===== config.mk =====
export PLATFORM = sky130hd
export DESIGN_NAME = axi_inf_read_state_core
export DESIGN_NICKNAME = d
export VERILOG_FILES = /design/src/rtl/axi_inf_read_state_core_pkg.sv /design/src/rtl/axi_inf_read_state_core_beat_tracker.sv /design/src/rtl/axi_inf_read_state_core.sv
export SDC_FILE = /design/constraint.sdc
export NUM_CORES = 1
export LEC_CHECK = 0
export ABC_AREA = 0
export BUFFER_PORTS_ARGS = -buffer_cell sky130_fd_sc_hd__buf_4
export CORE_AREA = 2 2 245 247
export DETAILED_ROUTE_END_ITERATION = 8
export DIE_AREA = 0 0 247 249
export PLACE_DENSITY = 0.36
export SETUP_SLACK_MARGIN = 0.05
export SLEW_MARGIN = 10
export SYNTH_ARGS = -nofsm -noshare
export SYNTH_HDL_FRONTEND = slang
export SYNTH_SLANG_ARGS = --single-unit

===== constraint.sdc =====
create_clock -name axi_aclk -period 1.9 [get_ports axi_aclk]
set_input_delay 0.095 -clock axi_aclk [delete_from_list [all_inputs] [get_ports axi_aclk]]
set_output_delay 0.095 -clock axi_aclk [all_outputs]
set_load 0.01 [all_outputs]

===== src/rtl/axi_inf_read_state_core_pkg.sv =====
// Shared types and AXI constants for the single-outstanding AXI4 read core.
package axi_inf_read_state_core_pkg;

    typedef enum logic [1:0] {
        ST_IDLE = 2'd0,
        ST_ADDR = 2'd1,
        ST_DATA = 2'd2,
        ST_DONE = 2'd3
    } state_t;

    localparam logic [1:0] BURST_INCR    = 2'b01;
    localparam logic [3:0] CACHE_DEFAULT = 4'b0011;
    localparam logic [1:0] RESP_OKAY     = 2'b00;

    localparam int ERR_RESP = 0;
    localparam int ERR_LAST = 1;
    localparam int ERR_ID   = 2;

endpackage


===== src/rtl/axi_inf_read_state_core_beat_tracker.sv =====
// R-channel beat counter, final-beat compare and sticky per-burst error bits.
module axi_r_beat_tracker
    import axi_inf_read_state_core_pkg::*;
#(
    parameter int IDSIZE = 4,
    parameter int ID     = 0,
    parameter int LSIZE  = 9
) (
    input  logic              clk,
    input  logic              rst,
    input  logic              clear,
    input  logic              beat,
    input  logic              rlast,
    input  logic [1:0]        rresp,
    input  logic [IDSIZE-1:0] rid,
    input  logic [LSIZE-1:0]  len,
    output logic              last,
    output logic              term,
    output logic [2:0]        err
);

    logic [LSIZE-1:0] beat_cnt;
    logic [2:0]       err_q;
    logic [2:0]       err_next;
    logic             at_len;

    assign at_len = (beat_cnt == len);
    assign last   = beat && at_len;
    // Either the expected final beat or an early rlast ends the burst.
    assign term   = beat && (at_len || rlast);
    assign err    = err_q;

    always_comb begin
        err_next = err_q;
        if (beat) begin
            if (rresp != RESP_OKAY)
                err_next[ERR_RESP] = 1'b1;
            if (rlast != at_len)
                err_next[ERR_LAST] = 1'b1;
            if (rid != IDSIZE'(ID))
                err_next[ERR_ID] = 1'b1;
        end
    end

    always_ff @(posedge clk or posedge rst) begin
        if (rst) begin
            beat_cnt <= '0;
            err_q    <= '0;
        end else if (clear) begin
            beat_cnt <= '0;
            err_q    <= '0;
        end else if (beat) begin
            beat_cnt <= beat_cnt + 1'b1;
            err_q    <= err_next;
        end
    end

endmodule


===== src/rtl/axi_inf_read_state_core.sv =====
// Single-outstanding AXI4 read master: IDLE accepts, ADDR issues AR,
// DATA forwards R beats with backpressure, DONE reports status for one cycle.
module axi_inf_read_state_core
    import axi_inf_read_state_core_pkg::*;
#(
    parameter int          IDSIZE = 4,
    parameter int          ID     = 0,
    parameter int          LSIZE  = 9,
    parameter int          ASIZE  = 29,
    parameter int          DSIZE  = 256,
    parameter logic [2:0]  ARSIZE = 3'b101
) (
    input  logic              axi_aclk,
    input  logic              axi_rst,
    input  logic              read_req,
    input  logic [LSIZE-1:0]  req_len,
    input  logic [ASIZE-1:0]  req_addr,
    output logic              req_resp,
    output logic              req_done,
    output logic [2:0]        req_err,
    output logic              busy,
    output logic [DSIZE-1:0]  odata,
    output logic              odata_vld,
    output logic              odata_last,
    input  logic              odata_ready,
    output logic [IDSIZE-1:0] axi_arid,
    output logic [ASIZE-1:0]  axi_araddr,
    output logic [LSIZE-1:0]  axi_arlen,
    output logic [2:0]        axi_arsize,
    output logic [1:0]        axi_arburst,
    output logic              axi_arlock,
    output logic [3:0]        axi_arcache,
    output logic [2:0]        axi_arprot,
    output logic [3:0]        axi_arqos,
    output logic              axi_arvalid,
    input  logic              axi_arready,
    input  logic [IDSIZE-1:0] axi_rid,
    input  logic [DSIZE-1:0]  axi_rdata,
    input  logic [1:0]        axi_rresp,
    input  logic              axi_rlast,
    input  logic              axi_rvalid,
    output logic              axi_rready
);

    state_t           state;
    state_t           state_next;
    logic [ASIZE-1:0] addr_q;
    logic [LSIZE-1:0] len_q;
    logic             resp_q;
    logic             accept;
    logic             ar_hs;
    logic             beat;
    logic             term;
    logic             last;
    logic [2:0]       err;

    assign accept = (state == ST_IDLE) && read_req;
    assign ar_hs  = (state == ST_ADDR) && axi_arready;
    assign beat   = axi_rvalid && axi_rready;

    always_comb begin
        state_next  = state;
        busy        = 1'b1;
        axi_arvalid = 1'b0;
        axi_rready  = 1'b0;
        req_done    = 1'b0;
        unique case (state)
            ST_IDLE: begin
                busy = 1'b0;
                if (read_req)
                    state_next = ST_ADDR;
            end
            ST_ADDR: begin
                axi_arvalid = 1'b1;
                if (axi_arready)
                    state_next = ST_DATA;
            end
            ST_DATA: begin
                axi_rready = odata_ready;
                if (term)
                    state_next = ST_DONE;
            end
            ST_DONE: begin
                req_done   = 1'b1;
                state_next = ST_IDLE;
            end
            default: state_next = ST_IDLE;
        endcase
    end

    always_ff @(posedge axi_aclk or posedge axi_rst) begin
        if (axi_rst) begin
            state  <= ST_IDLE;
            addr_q <= '0;
            len_q  <= '0;
            resp_q <= 1'b0;
        end else begin
            state  <= state_next;
            resp_q <= accept;
            if (accept) begin
                addr_q <= req_addr;
                len_q  <= req_len;
            end
        end
    end

    axi_r_beat_tracker #(
        .IDSIZE (IDSIZE),
        .ID     (ID),
        .LSIZE  (LSIZE)
    ) u_tracker (
        .clk    (axi_aclk),
        .rst    (axi_rst),
        .clear  (ar_hs || (state == ST_DONE)),
        .beat   (beat),
        .rlast  (axi_rlast),
        .rresp  (axi_rresp),
        .rid    (axi_rid),
        .len    (len_q),
        .last   (last),
        .term   (term),
        .err    (err)
    );

    // Data is gated by the transfer so the stream side sees zeros when idle.
    assign odata      = beat ? axi_rdata : '0;
    assign odata_vld  = beat;
    assign odata_last = last;
    assign req_resp   = resp_q;
    assign req_err    = req_done ? err : 3'b000;

    assign axi_arid    = IDSIZE'(ID);
    assign axi_araddr  = addr_q;
    assign axi_arlen   = len_q;
    assign axi_arsize  = ARSIZE;
    assign axi_arburst = BURST_INCR;
    assign axi_arlock  = 1'b0;
    assign axi_arcache = CACHE_DEFAULT;
    assign axi_arprot  = 3'b000;
    assign axi_arqos   = 4'b0000;

endmodule


## Word level (Yosys, flattened, before mapping)

Cells that the tools add are included.

| storage, ports and cells | value |
|---|---|
| output and inout bits | 325 |
| logic and storage cells | 52 |
| latch bits | 0 |
| input port bits | 307 |
| ROM bits | 0 |
| flip-flop bits (word level) | 53 |
| bits in writable memories | 0 |
| memories kept | 0 |

| cells by class | value |
|---|---|
| $mul | 0 |
| shift-type cells | 0 |
| reductions and logical operators | 18 |
| equality and inequality tests | 8 |
| mux-type cells | 17 |
| div/mod/pow operators | 0 |
| magnitude comparators | 0 |
| bitwise operators | 0 |
| add/subtract/negate cells | 1 |

Operators with widths:

| kind | count |
|---|---|
| two-way mux 256 bit | 1 |
| two-way mux 9 bit | 2 |
| nonzero test 2 bit | 5 |
| adder 9 x 1 -> 9 bit, second input constant | 1 |
| == test 9 bit | 1 |
| two-way mux 3 bit | 3 |
| case mux 2 bit (4 select lines) | 1 |
| two-way mux 1 bit | 7 |
| two-way mux 2 bit | 3 |
| != test 2 bit, second input constant | 3 |
| AND reduction 2 bit | 3 |
| logical AND 1 bit | 5 |
| == test 2 bit, second input constant | 2 |
| nonzero test 4 bit | 1 |
| AND reduction 3 bit | 1 |
| == test 2 x 1 -> 1 bit, second input constant | 1 |
| logical NOT 2 bit | 1 |
| logical OR 1 bit | 2 |
| != test 1 bit | 1 |

## Longest topological paths before layout

| logic depth | value |
|---|---|
| word-level depth | 6 |
| gate-level depth with buffers | 8 |
| depth with buffers taken out | 7 |

## By module

A second synthesis with hierarchy kept.

| second synthesis, totals | value |
|---|---|
| cell total of the unflattened synthesis | 487 |
| area total of the unflattened synthesis | 4239.1 um2 |

Modules (own cells, without submodules):

| module | sequential area each (um2) | times used | cells each | area each (um2) |
|---|---|---|---|---|
| axi_inf_read_state_core | 1026.0 | 1 | 414 | 3557.2 |
| axi_r_beat_tracker | 300.3 | 1 | 73 | 681.9 |

## Worst setup path after synthesis

OpenSTA, ideal clock, no wires.

| path | value |
|---|---|
| path kind | register to register |
| start point | reg u_tracker.beat_cnt[4] |
| end point | reg state[1] |
| cell stages (with the launch flop) | 8 |
| arrival time | 1.967 ns |
| clock period less this slack | 2.092 ns |
| data required time | 1.775 ns |
| setup time | 0.125 ns |
| buffers on the path | 0 |
| path slack | -0.192 ns |
| path through | dfrtp_1 -> xor2_1 -> nor4_1 -> nand3_1 -> ha_1 -> nand3b_1 -> a221oi_1 -> mux2_2 |

| between the ends | value |
|---|---|
| longest elaborated chain between the ends | 5 |

RTL lines:

| item | RTL line | RTL |
|---|---|---|
| start: declaration | axi_inf_read_state_core_beat_tracker.sv:22 | `logic [LSIZE-1:0] beat_cnt;` |
| start signal: assignment | axi_inf_read_state_core_beat_tracker.sv:53 | `beat_cnt <= beat_cnt + 1'b1;` |
| == test 9 bit | axi_inf_read_state_core_beat_tracker.sv:27 | `assign at_len = (beat_cnt == len);` |
| logical OR 1 bit | axi_inf_read_state_core_beat_tracker.sv:30 | `assign term = beat && (at_len \|\| rlast);` |
| logical AND 1 bit | axi_inf_read_state_core_beat_tracker.sv:30 |  |
| != test 2 bit (no source line) | -- |  |
| AND reduction 3 bit (no source line) | -- |  |
| end signal: assignment | axi_inf_read_state_core.sv:98 | `state <= state_next;` |
| end: declaration | axi_inf_read_state_core.sv:45 | `state_t state;` |

Every way passes these cells.
A chain may end at the register's enable or synchronous reset.

## Final worst setup path

Ends and elaborated chain as after synthesis.

==> impl_metrics.env <==
export IMPL_wl_per_cell_um=24.1
export IMPL_drc_errors=0
export IMPL_hold_depth=2
export IMPL_h_tree_depth=2
export IMPL_async_reset_ff_frac=1.00
export IMPL_crit_path_start="u_tracker.beat_cnt[4]"
export IMPL_pwr_share_comb=0.708
export IMPL_ir_worst_vdd_uv=399
export IMPL_cpPeakStageDelay_ps=390
export IMPL_crit_type="flip-flop to flip-flop"
export IMPL_final_core_util=0.227
export IMPL_cts_sinks=53
export IMPL_rr_worst_depth=8
export IMPL_die_y_um=249
export IMPL_setup_tns_ps=-11050
export IMPL_port_buffers=610
export IMPL_core_region_area_mm2=0.0587
export IMPL_seq_area_frac_synth=0.310
export IMPL_switching_power_mw=3.58
export IMPL_drtIter0Drc=176
export IMPL_root_buffer="clkbuf_16"
export IMPL_cp_data_arrival_time_ps=2440
export IMPL_synth_distinct_cells=33
export IMPL_worstSkewPairLatency_ps=300
export IMPL_clkTransAtPathRegs_ps=80
export IMPL_initial_utilization=0.0728
export IMPL_path_max_fanout=2
export IMPL_seqPwrFrac=0.192
export IMPL_crit_chain="xor2_1 -> nor4_2 -> buf_4 -> nand3_4 -> ha_4 -> nand3b_1 -> a221oi_4 -> mux2_4"
export IMPL_fin_worst_skew_ps=6.24
export IMPL_overflow=0
export IMPL_hold_viol=0
export IMPL_violations="setup timing"
export IMPL_hp_class="input port to flip-flop"
export IMPL_dr_pass1_iters=6
export IMPL_synth_flop_cell="dfrtp_1"
export IMPL_register_area_mm2=0.00133
export IMPL_die_w_um=247
export IMPL_finalSetupViolCount=173
export IMPL_final_cell_mix="buf_4 (381), buf_6 (257), and2_4 (256)"
export IMPL_p_leak_nw=6.51
export IMPL_syn_instance_count=490
export IMPL_rsz0062_at_grt="true"
export IMPL_cts_path_max_buffers=2
export IMPL_worstReg2RegEnd="state[1]"
export IMPL_num_rows=89
export IMPL_drive_above_1_share=0.875
export IMPL_gp_congestion=0.841
export IMPL_dieArea_mm2=0.0615
export IMPL_power_switching_share=0.362
export IMPL_multiInputGateArea_mm2=0.00336
export IMPL_final_common_cell="buf_4"
export IMPL_dp_hpwl_mm=37.2
export IMPL_grt_pass1_vias=6825
export IMPL_rrSetupSlack_ps=-350
export IMPL_vias_per_cell=3.24
export IMPL_grt_pass1_wl_mm=60.5
export IMPL_ys_warn_count=0
export IMPL_fin_crit_sh=1.18
export IMPL_cap_violations=0
export IMPL_track_usage=0.143
export IMPL_area_growth_pct=211
export IMPL_final_nets=1488
export IMPL_powerDensity_mw_per_mm2=744
export IMPL_min_period_ps=2250
export IMPL_outcome="complete, but fails checks"
export IMPL_syn_area_mm2=0.00427
export IMPL_p_clk_frac=0.100
export IMPL_end_kind="flip-flop"
export IMPL_synth_edf_count=0
export IMPL_syn_area_per_cell_um2=8.72
export IMPL_vias=6335
export IMPL_p_int_mw=6.31
export IMPL_slowest_stage="dfrtp_1"
export IMPL_maxSlewViolCount=0
export IMPL_cts_buffers=5
export IMPL_routed_wirelength_mm=47.2
export IMPL_fmax_ghz=0.445
export IMPL_crit_required_ps=2090
export IMPL_antenna_found_initial=22
export IMPL_critPathLaunchType="flip-flop"
export IMPL_reg2reg_from="u_tracker.beat_cnt[4]"
export IMPL_worst_pin_slew_ps=558
export IMPL_crit_end="state[1]"
export IMPL_ys_seq_elements=53
export IMPL_drtAntennaViolNets=0
export IMPL_grt_max_degree=40
export IMPL_cts_tree="built"
export IMPL_fillerInstances=6459
export IMPL_timing_final_ws_setup_ps=-347
export IMPL_io_pins=632
export IMPL_max_slew_margin=0.627
==> worst min path at each step <==
stage | startpoint | end | slack [ps]
6_report | req_addr[16] | axi_araddr[16] | 20
2_1_floorplan | req_addr[12] | axi_araddr[12] | 250
3_5_place_dp | axi_rst | axi_araddr[24] | 190
4_1_cts | req_addr[16] | axi_araddr[16] | 10
5_1_grt | req_addr[20] | axi_araddr[20] | 10
3_3_place_gp | axi_rst | axi_araddr[21] | 190
==> logic make-up after synthesis <==
kind of cell	count (synthesis)	share of synthesized area
other	2	0.00176
AOI/OAI and AO/OA	17	0.0243
xor gates and xnor gates	11	0.0225
muxes	41	0.107
adders and majority gates	6	0.0176
buffers and inverters	65	0.0884
DFF	53	0.310
and+or+nand+nor	295	0.428
==> critical path, delay by kind of cell, from the launching register on <==
kind,cells,cell delay [ps]
buf+inv,1,180
simple gates,3,610
mux,1,330
compound gates,1,290
fa+ha+maj,1,170
flops,1,390
xor+xnor,1,170
==> cells in the mapped netlist, drive strengths merged, types with 2 or more instances <==
cell,n,area (µm²)
nand2,8,30.0
inv,9,33.8
nor2,5,18.8
nand3,4,20.0
xor2,10,87.6
nand2b,2,12.5
mux2,39,439
mux2i,2,20.0
conb,2,7.51
clkbuf,16,60.1
nand4,4,31.3
and4,3,27.5
dfrtp,53,1330
or4,4,30.0
a21oi,9,45.0
o21ai,2,10.0
o31ai,3,22.5
buf,40,284
and2,260,1630
ha,6,75.1
==> sequential cells by signal (all words and copies together) (netlist names) <==
register / count
u_tracker.beat_cnt: 9
axi_arlen: 9
u_tracker.err: 3
req_resp: 1
state: 2
axi_araddr: 29
==> repair_timing <==
item	CTS	global route
setup endpoints to repair	260	261
gates resized for setup	388	234
setup buffers	35	12
hold endpoints to repair	22	0
pin swaps	140	122
gates cloned	36	8
hold buffers	1	0
==> power by group through the flow <==
stage | logic (mW) | registers (mW) | clock network (mW)
after floorplan | 1.79 | 2.11 | 0
after global placement | 4.84 | 1.91 | 0
after detailed placement | 4.82 | 1.93 | 0
after CTS | 6.77 | 1.91 | 1.03
after global routing | 7.42 | 1.96 | 1.08
final | 7.01 | 1.90 | 0.987
==> area by class of cell <==
class,count,area share
inverter,9,0.00292
sequential,53,0.0997
antenna,9,0.00169
clock buffer,6,0.0104
clock inverter,2,0.00103
multi-input combinational,391,0.253
timing repair buffer,715,0.558
tap,773,0.0727
==> metal layers <==
| layer | vias to the layer above | share of wire | GRT usage |
|---|---|---|---|
| met3 | 45 | 0.12 | 0.0713 |
| met1 | 3027 | 0.40 | 0.173 |
| met4 | 18 | 0.016 | 0.0210 |
| met5 | - | 0.0027 | 0 |
| met2 | 347 | 0.46 | 0.232 |
| li1 | 2898 | - | - |
==> metrics by stage <==
step           cells  hold slack (ps)  power [mW]  setup WS (ps)  area, µm²
6_report        1958             20.8        9.89           -347      13300
5_1_grt         1953             10.8        10.5           -454      13300
4_1_cts         1945             9.96        9.70           -408      12600
3_5_place_dp    1865              192        6.75           -486       9850
3_3_place_gp    1865              187        6.75           -474       9850
2_1_floorplan    509              246        3.90           -117       4350
No activity file was read; power rests on OpenSTA's default activity.
